===== src/rtl/mems_pkg.sv =====
// Shared types and default constants for the MEMS scan sequencer.
package mems_pkg;

  typedef enum logic [2:0] {
    ST_IDLE = 3'd0,
    ST_LOAD = 3'd1,
    ST_FIRE = 3'd2,
    ST_WAIT = 3'd3,
    ST_HOLD = 3'd4
  } state_t;

  typedef enum logic [1:0] {
    MODE_INIT = 2'd0,
    MODE_SCAN = 2'd1,
    MODE_HOME = 2'd2
  } mode_t;

  localparam int unsigned DEF_SCAN_BASE = 8;
  localparam int unsigned DEF_HOME_ADDR = 4;
  localparam int unsigned DEF_DATA_W    = 24;

endpackage


===== src/rtl/mems_marker_gen.sv =====
// Line/frame marker generator: a distance down-counter to the next line marker
// and a line counter modulo LINES_PER_FRAME; hits are valid on the advance strobe.
module mems_marker_gen #(
  parameter int unsigned POINTS_PER_LINE = 480,
  parameter int unsigned LINES_PER_FRAME = 10,
  parameter int unsigned MARK_OFFSET     = 352
) (
  input  logic clk,
  input  logic rst_n,
  input  logic clear,
  input  logic advance,
  output logic line_hit_c,
  output logic frame_hit_c
);

  localparam int unsigned CNT_MAX = (MARK_OFFSET > POINTS_PER_LINE - 1) ? MARK_OFFSET
                                                                        : POINTS_PER_LINE - 1;
  localparam int unsigned CNT_W   = (CNT_MAX < 2) ? 1 : $clog2(CNT_MAX + 1);
  localparam int unsigned LINE_W  = (LINES_PER_FRAME < 2) ? 1 : $clog2(LINES_PER_FRAME);

  logic [CNT_W-1:0]  dist_q;
  logic [LINE_W-1:0] line_q;

  // Hits describe the point being completed; clear restarts at scan index 0.
  assign line_hit_c  = advance && (dist_q == '0);
  assign frame_hit_c = line_hit_c && (line_q == '0);

  // Counter update: clear has priority so a wrap can evaluate and restart together.
  always_ff @(posedge clk or negedge rst_n) begin
    if (!rst_n) begin
      dist_q <= '0;
      line_q <= '0;
    end else if (clear) begin
      dist_q <= CNT_W'(MARK_OFFSET);
      line_q <= '0;
    end else if (advance) begin
      if (dist_q == '0) begin
        dist_q <= CNT_W'(POINTS_PER_LINE - 1);
        line_q <= (line_q == LINE_W'(LINES_PER_FRAME - 1)) ? '0 : line_q + LINE_W'(1);
      end else begin
        dist_q <= dist_q - CNT_W'(1);
      end
    end
  end

endmodule


===== src/rtl/mems_scan_sequencer.sv =====
// MEMS mirror DAC command sequencer: init commands, looping scan table,
// sticky line/frame markers, pause and park-at-home.
module mems_scan_sequencer
  import mems_pkg::*;
#(
  parameter int unsigned ADDR_W          = 16,
  parameter int unsigned DATA_W          = DEF_DATA_W,
  parameter int unsigned N_INIT          = 2,
  parameter int unsigned SCAN_BASE       = DEF_SCAN_BASE,
  parameter int unsigned SCAN_LEN        = 9600,
  parameter int unsigned POINTS_PER_LINE = 480,
  parameter int unsigned LINES_PER_FRAME = 10,
  parameter int unsigned MARK_OFFSET     = 352,
  parameter int unsigned HOME_ADDR       = DEF_HOME_ADDR,
  parameter bit          FRAME_ALSO_LINE = 1'b0
) (
  input  logic              clk,
  input  logic              rst_n,
  input  logic              start_init,
  input  logic              pause,
  input  logic              go_home,
  input  logic              spi_busy,
  input  logic [DATA_W-1:0] rom_data,
  input  logic              line_done,
  input  logic              frame_done,
  output logic [ADDR_W-1:0] rom_addr,
  output logic              spi_start,
  output logic [DATA_W-1:0] data_mosi,
  output logic              new_line,
  output logic              new_frame,
  output logic              marker_overrun,
  output logic              scan_wrap,
  output logic              busy
);

  localparam int unsigned PW = (SCAN_LEN < 2) ? 1 : $clog2(SCAN_LEN);

  state_t            state_q, state_d;
  mode_t             mode_q, mode_d;
  logic [ADDR_W-1:0] addr_q, addr_d;
  logic [PW-1:0]     p_q, p_d;
  logic              first_q, first_d;
  logic              paused_q, paused_d;
  logic              line_q, line_d, frame_q, frame_d;
  logic              ovr_q, ovr_d, wrap_q, wrap_d, start_q, start_d, busy_q, busy_d;
  logic              advance, clear, line_hit, frame_hit, set_line;

  assign data_mosi      = rom_data;
  assign rom_addr       = addr_q;
  assign spi_start      = start_q;
  assign new_line       = line_q;
  assign new_frame      = frame_q;
  assign marker_overrun = ovr_q;
  assign scan_wrap      = wrap_q;
  assign busy           = busy_q;

  mems_marker_gen #(
    .POINTS_PER_LINE (POINTS_PER_LINE),
    .LINES_PER_FRAME (LINES_PER_FRAME),
    .MARK_OFFSET     (MARK_OFFSET)
  ) u_marker (
    .clk         (clk),
    .rst_n       (rst_n),
    .clear       (clear),
    .advance     (advance),
    .line_hit_c  (line_hit),
    .frame_hit_c (frame_hit)
  );

  // State register and all registered outputs.
  always_ff @(posedge clk or negedge rst_n) begin
    if (!rst_n) begin
      state_q  <= ST_IDLE;
      mode_q   <= MODE_INIT;
      addr_q   <= '0;
      p_q      <= '0;
      first_q  <= 1'b0;
      paused_q <= 1'b0;
      line_q   <= 1'b0;
      frame_q  <= 1'b0;
      ovr_q    <= 1'b0;
      wrap_q   <= 1'b0;
      start_q  <= 1'b0;
      busy_q   <= 1'b0;
    end else begin
      state_q  <= state_d;
      mode_q   <= mode_d;
      addr_q   <= addr_d;
      p_q      <= p_d;
      first_q  <= first_d;
      paused_q <= paused_d;
      line_q   <= line_d;
      frame_q  <= frame_d;
      ovr_q    <= ovr_d;
      wrap_q   <= wrap_d;
      start_q  <= start_d;
      busy_q   <= busy_d;
    end
  end

  // Next-state, address sequencing and marker flag logic.
  always_comb begin
    state_d  = state_q;
    mode_d   = mode_q;
    addr_d   = addr_q;
    p_d      = p_q;
    first_d  = first_q;
    paused_d = paused_q;
    advance  = 1'b0;
    clear    = 1'b0;
    wrap_d   = 1'b0;

    unique case (state_q)
      ST_IDLE: begin
        if (go_home) begin
          mode_d  = MODE_HOME;
          addr_d  = ADDR_W'(HOME_ADDR);
          state_d = ST_LOAD;
        end else if (start_init) begin
          mode_d  = MODE_INIT;
          addr_d  = '0;
          state_d = ST_LOAD;
        end
      end
      ST_LOAD: state_d = ST_FIRE;
      ST_FIRE: begin
        state_d  = ST_WAIT;
        first_d  = 1'b1;
        paused_d = 1'b0;
      end
      ST_WAIT: begin
        if (paused_q) begin
          // Transfer already completed; only the pause release matters here.
          if (!pause) begin
            paused_d = 1'b0;
            state_d  = ST_LOAD;
          end
        end else if (first_q) begin
          // SPI master raises busy one cycle after the launch pulse.
          first_d = 1'b0;
        end else if (!spi_busy) begin
          unique case (mode_q)
            MODE_INIT: begin
              state_d = ST_LOAD;
              if (go_home) begin
                mode_d = MODE_HOME;
                addr_d = ADDR_W'(HOME_ADDR);
              end else if (addr_q < ADDR_W'(N_INIT - 1)) begin
                addr_d = addr_q + ADDR_W'(1);
              end else begin
                mode_d = MODE_SCAN;
                addr_d = ADDR_W'(SCAN_BASE);
                p_d    = '0;
                clear  = 1'b1;
              end
            end
            MODE_SCAN: begin
              advance = 1'b1;
              if (p_q == PW'(SCAN_LEN - 1)) begin
                addr_d = ADDR_W'(SCAN_BASE);
                p_d    = '0;
                wrap_d = 1'b1;
                clear  = 1'b1;
              end else begin
                addr_d = addr_q + ADDR_W'(1);
                p_d    = p_q + PW'(1);
              end
              if (go_home) begin
                mode_d  = MODE_HOME;
                addr_d  = ADDR_W'(HOME_ADDR);
                state_d = ST_LOAD;
              end else if (pause) begin
                paused_d = 1'b1;
              end else begin
                state_d = ST_LOAD;
              end
            end
            MODE_HOME: state_d = ST_HOLD;
            default:   state_d = ST_IDLE;
          endcase
        end
      end
      ST_HOLD: begin
        if (!go_home) begin
          mode_d  = MODE_SCAN;
          addr_d  = ADDR_W'(SCAN_BASE);
          p_d     = '0;
          clear   = 1'b1;
          state_d = ST_LOAD;
        end
      end
      default: state_d = ST_IDLE;
    endcase

    // Sticky flags: a set beats a same-cycle done; a set onto a pending flag is an overrun.
    set_line = line_hit & (~frame_hit | FRAME_ALSO_LINE);
    line_d   = set_line | (line_q & ~line_done);
    frame_d  = frame_hit | (frame_q & ~frame_done);
    ovr_d    = (set_line & line_q) | (frame_hit & frame_q);
    start_d  = (state_d == ST_FIRE);
    busy_d   = (state_d != ST_IDLE) && (state_d != ST_HOLD);
  end

endmodule


===== config.mk =====
export PLATFORM = sky130hd
export DESIGN_NAME = mems_scan_sequencer
export DESIGN_NICKNAME = d
export VERILOG_FILES = /design/src/rtl/mems_pkg.sv /design/src/rtl/mems_marker_gen.sv /design/src/rtl/mems_scan_sequencer.sv
export SDC_FILE = /design/constraint.sdc
export NUM_CORES = 1
export LEC_CHECK = 0
export BUFFER_PORTS_ARGS = -buffer_cell sky130_fd_sc_hd__buf_2
export CAP_MARGIN = 30
export CORE_MARGIN = 8
export CORE_UTILIZATION = 61
export CTS_BUF_LIST = sky130_fd_sc_hd__clkbuf_8
export CTS_CLUSTER_DIAMETER = 60
export CTS_CLUSTER_SIZE = 10
export DETAILED_ROUTE_END_ITERATION = 6
export GPL_ROUTABILITY_DRIVEN = 1
export HOLD_SLACK_MARGIN = 0.05
export PLACE_DENSITY = 0.92
export SYNTH_ARGS = -nofsm -noshare
export SYNTH_HDL_FRONTEND = slang
export SYNTH_SLANG_ARGS = --single-unit

===== constraint.sdc =====
create_clock -name clk -period 3.6 [get_ports clk]
set_input_delay 0.36 -clock clk [delete_from_list [all_inputs] [get_ports clk]]
set_output_delay 0.36 -clock clk [all_outputs]
set_load 0.005 [all_outputs]

# Word-level counts from Yosys, hierarchy flattened
# Cells that the tools add are included.
# totals
wordCells,145
out_inout_bits,46
inputBits,32
regBits,56
# classes
n_eq_ne,20
muxes,77
reduce_logical,18
n_lt_le_gt_ge,1
n_bitwise,11
add_sub_neg,4
# op_table
cell,count
2-to-1 mux 16 bit,10
2-to-1 mux 14 bit,7
case mux 14 bit (2 select lines),2
case mux 16 bit (3 select lines),1
case mux 16 bit (2 select lines),1
2-to-1 mux 9 bit,3
2-to-1 mux 1 bit,24
2-to-1 mux 3 bit,8
2-to-1 mux 2 bit,9
adder 16 x 1 -> 16 bit (second input constant),1
less-than comparator 16 x 1 -> 1 bit (second input constant),1
2-to-1 mux 4 bit,4
!= test 3 bit (second input constant),5
case mux 3 bit (5 select lines),1
adder 14 x 1 -> 14 bit (second input constant),1
== test 14 bit (second input constant),1
== test 3 x 2 -> 1 bit (second input constant),3
zero test 9 bit,1
case mux 3 bit (3 select lines),1
AND reduction 9 bit,1
subtractor 9 x 1 -> 9 bit (second input constant),1
!= test 2 bit (second input constant),4
case mux 1 bit (2 select lines),4
AND reduction 8 bit,1
21 further kinds,36

# Logic depth before layout (Yosys ltp)
# logic_depth
ltp_word,12
ltp_mapped,8

# Hierarchy
# Synthesis repeated with hierarchy kept, for this count alone.
# hier_totals
hier_cells,378
area_unflattened_um2,3508.4
# modules_own_cells
module,instances,area_each_um2,cells_per_inst
mems_scan_sequencer,1,2737.6,301
mems_marker_gen,1,770.7,77

# Worst setup path after synthesis
# Ideal clock, no wire load.
# synth_path
path_kind,reg2reg
from,reg p_q[7]
to,reg addr_q[9] (netlist: rom_addr[9])
arrival_time_ps,1901
t_required_ps,3471
slack_ps,1570
stages_incl_launch_ff,7
n_path_buf,1
path_cell_list,dfrtp_1 or4bb_1 nor4_4 mux2i_1 buf_2 a32oi_1 o31ai_1
# synth_via
elab_chain_len,8
# synth_lines
item,line,text
from (decl),mems_scan_sequencer.sv:41,"logic [PW-1:0] p_q, p_d;"
from (signal assigned),mems_scan_sequencer.sv:89,p_q <= p_d;
== test 14 bit,mems_scan_sequencer.sv:159,if (p_q == PW'(SCAN_LEN - 1)) begin
2-to-1 mux 16 bit,mems_scan_sequencer.sv:159,
2-to-1 mux 16 bit,mems_scan_sequencer.sv:168,if (go_home) begin
case mux 16 bit (2 select lines),mems_scan_sequencer.sv:142,unique case (mode_q)
2-to-1 mux 16 bit,mems_scan_sequencer.sv:141,end else if (!spi_busy) begin
2-to-1 mux 16 bit,mems_scan_sequencer.sv:138,end else if (first_q) begin
2-to-1 mux 16 bit,mems_scan_sequencer.sv:132,if (paused_q) begin
case mux 16 bit (3 select lines),mems_scan_sequencer.sv:113,unique case (state_q)
to (signal assigned),mems_scan_sequencer.sv:88,addr_q <= addr_d;
to (decl),mems_scan_sequencer.sv:40,"logic [ADDR_W-1:0] addr_q, addr_d;"
# Every way passes these cells. The select of a mux whose other input is x is not followed.
# A chain may end at the register's enable or synchronous reset.

# Worst setup path after layout
# layout_path
from,reg first_q
to,reg u_marker.dist_q[7]
# layout_via
elab_chain_len,4
# layout_lines
item,line,text
from (decl),mems_scan_sequencer.sv:42,"logic first_q, first_d;"
from (signal assigned),mems_scan_sequencer.sv:90,first_q <= first_d;
2-to-1 mux 1 bit,mems_scan_sequencer.sv:138,
2-to-1 mux 1 bit,mems_scan_sequencer.sv:132,
case mux 1 bit (2 select lines) or 2-to-1 mux 1 bit (tied branches),mems_scan_sequencer.sv:113,
2-to-1 mux 9 bit or nonzero test 2 bit (tied branches),--,
to (signal assigned),mems_marker_gen.sv:34,dist_q <= CNT_W'(MARK_OFFSET);
to (signal assigned),mems_marker_gen.sv:38,dist_q <= CNT_W'(POINTS_PER_LINE - 1);
to (signal assigned),mems_marker_gen.sv:41,dist_q <= dist_q - CNT_W'(1);
to (decl),mems_marker_gen.sv:21,logic [CNT_W-1:0] dist_q;
# Parallel ways exist; a longest one is shown, timed or not.

==> qor.csv <==
stage;metric;value;unit
run_status;status;complete, no violations;
floorplanning;die_x;91.7;um
floorplanning;pin_count;78;
pwr;power_density;558;nW/um2
drt;initialDrtViolationCount;250;
critical_path;worstSetupPathType;reg2reg;
critical_path;end_kind;flip-flop;
clock_tree;cts-buffers-inserted;5;
sta;slew_headroom;45.1;%
logic_synthesis;ys_top_cells_by_area;dfrtp_1, buf_4, nor2_1;
clock_tree;clock_latency;0.32;ns
clock_tree;path_clk_slew;0.10;ns
floorplanning;fp.dieH;91.7;um
drt;drt-met1-wl;3350;um
pwr;peakVddDrop;0.281;mV
flow_run;cap_violations;0;
logic_synthesis;synth-main-ff-cell;dfrtp_1;
logic_synthesis;syn_avg_cell_area;9.07;um2
floorplanning;die_area;8420;um2
drt;vias_per_cell;6.70;
drt;first_pass_iters;5;
drt;wirelength;8180;um
final_layout;postLayoutCoreUtil;65.0;%
clock_tree;clkSinkCount;56;
sta;hold_viol_final;0;
final_layout;drive_gt1_share;17.5;%
logic_synthesis;synth_top_area_share;40.0;%
drt;route.met3.wl;666;um
floorplanning;core_region_area;5540;um2
final_layout;fin_nets;427;
critical_path;r2r_slack;1.06;ns
floorplanning;start_util;63.2;%
sta;fin_skew;0.0127;ns
clock_tree;h-tree-depth;2;
final_layout;layout_commonest_cell;dfrtp_1;
place;dp_hpwl;5710;um
grt;grt_use_total;19.3;%
drt;wl_met2;4000;um
critical_path;arrival;2.77;ns
clock_tree;ctsHoldBuffers;0;
logic_synthesis;synth_edf_count;0;
clock_tree;cts_setup_buffers;0;
pwr;static-leakage-power;1.52;nW
grt;grt_pass1_vias;2962;
sta;fin_crit_sh;70.6;%
sta;period_minus_slack;2.54;ns
sta;slew_viol_final;0;
critical_path;worst-r2r-cell-count;5;
hold_path;hold_class;in2async;
sta;worst_pin_slew;0.824;ns
place;port_buffers;29;
logic_synthesis;synth_area;3500;um2
clock_tree;cts_root_buf;clkbuf_8;
grt;antenna_found_initial;0;
critical_path;critPathLaunchType;flip-flop;
floorplanning;row_count;27;
sta;setup_viol_count_final;0;
clock_tree;ctsResizeCount;0;
grt;grt_pass1_wl;13900;um
clock_tree;cts_max_path_buffers;2;
critical_path;crit_path_max_fanout;19;
drt;vias;3081;
final_layout;final_cell_mix;dfrtp_1, nor2_1, buf_2, nand2_1, nor3_1;
place;gp_congestion;0.932;
sta;fin_setup_tns;0;ns
logic_synthesis;synth.distinct_cells;70;
sta;timing.fmax;393;MHz
drt;postRouteAntennaNets;0;
logic_synthesis;synth_top_area_cell;dfrtp_1;
logic_synthesis;yosysWarnings;0;
logic_synthesis;syn_inst;386;
logic_synthesis;ys_ff_latch;56;
final_layout;nFillCells;443;
drt;top_layer_used;met4;
grt;grt_max_degree;38;
critical_path;required;3.82;ns
logic_synthesis;syn_nets;425;
logic_synthesis;synth_seq_area_share;40.0;%
drt;drcViolationCount;0;
sta;rsz0062_at_grt;false;
clock_tree;cts_tree;done;
grt;grt_overflow;0;
drt;wire_per_inst;17.8;um
final_layout;diodes;0;
final_layout;area_growth;2.86;%
logic_synthesis;async_reset_ff_share;100;%
-- metal layers --
layer	track usage [%]	vias up
li1	-	1408
met1	24.0	1465
met2	32.5	177
met3	3.91	31
met4	6.98	0
met5	0	-
-- cell families after synthesis --
group           synth area share, %
xor+xnor                       1.75
compound gates                 17.3
buf+inv                        9.62
fa+ha+maj                      2.50
simple gates                   28.1
flops                          40.0
mux                           0.608
-- report_power, final --
part           internal (W)  switching, W
clock              0.000132      0.000207
combinational      0.000293      0.000456
sequential         0.000749      0.000171
-- through the flow --
| stage | hold WS [ns] | area [um2] | instances | setup WS (ns) | total power [W] |
|---|---|---|---|---|---|
| 2_1_floorplan | 0.0644 | 3500 | 386 | 1.57 | 0.00147 |
| 3_3_place_gp | 0.487 | 3510 | 452 | 1.09 | 0.00161 |
| 3_5_place_dp | 0.500 | 3510 | 452 | 0.937 | 0.00165 |
| 4_1_cts | 0.152 | 3590 | 459 | 0.903 | 0.00199 |
| 5_1_grt | 0.195 | 3600 | 460 | 0.891 | 0.00213 |
| 6_report | 0.123 | 3600 | 460 | 1.06 | 0.00201 |
-- layout make-up --
cell class / count / area, um2 / area share (%)
multi-input combinational: 270 / 1760 / 48.9
sequential: 56 / 1400 / 38.9
timing repair buffer: 35 / 190 / 5.28
tap: 72 / 90.1 / 2.50
inverter: 20 / 75.1 / 2.09
clock buffer: 5 / 68.8 / 1.91
clock inverter: 2 / 12.5 / 0.348
-- registers in the layout, summed over array words and instances (netlist names) --
name,flops
u_marker.line_q,4
mode_q,2
spi_start,1
state_q,3
paused_q,1
u_marker.dist_q,9
scan_wrap,1
busy,1
rom_addr,16
new_line,1
first_q,1
p_q,14
marker_overrun,1
new_frame,1
-- cells in the mapped netlist, types with 3 or more instances --
cell type,number
dfrtp_1,56
nor2_1,29
nand2_1,27
buf_4,24
nor3_1,21
inv_1,19
nand3_1,18
o21ai_0,17
nand4_1,14
clkbuf_1,9
nor4_1,9
a22o_1,8
a31oi_1,7
ha_1,7
or3_1,7
a21oi_1,6
o22ai_1,6
xnor2_1,6
a211oi_1,5
a31o_2,5
buf_2,5
nand2b_1,5
o31ai_1,5
or2_2,4
a32oi_1,3
and2_1,3
or4_1,3
-- worst max-delay path, stage by stage, from the launching register on --
cell and delay, ns:
dfrtp_1 0.46, nor3_1 0.42, nand3_1 0.62, nor4_1 0.59, a211oi_1 0.10, a211oi_1 0.26
-- final timing paths --
path,from,end
setup / recovery,first_q$_DFFE_PN0P_,u_marker.dist_q[7]$_DFFE_PN0P_
hold / removal,rst_n,u_marker.dist_q[2]$_DFFE_PN0P_
setup reg to reg,first_q$_DFFE_PN0P_,u_marker.dist_q[7]$_DFFE_PN0P_
hold reg to reg,u_marker.dist_q[5]$_DFFE_PN0P_,u_marker.dist_q[5]$_DFFE_PN0P_
max in group asynchronous,rst_n,rom_addr[6]$_DFFE_PN0P_
min in group clk,line_done,new_line$_DFF_PN0_
(Power assumes the default switching activity.)
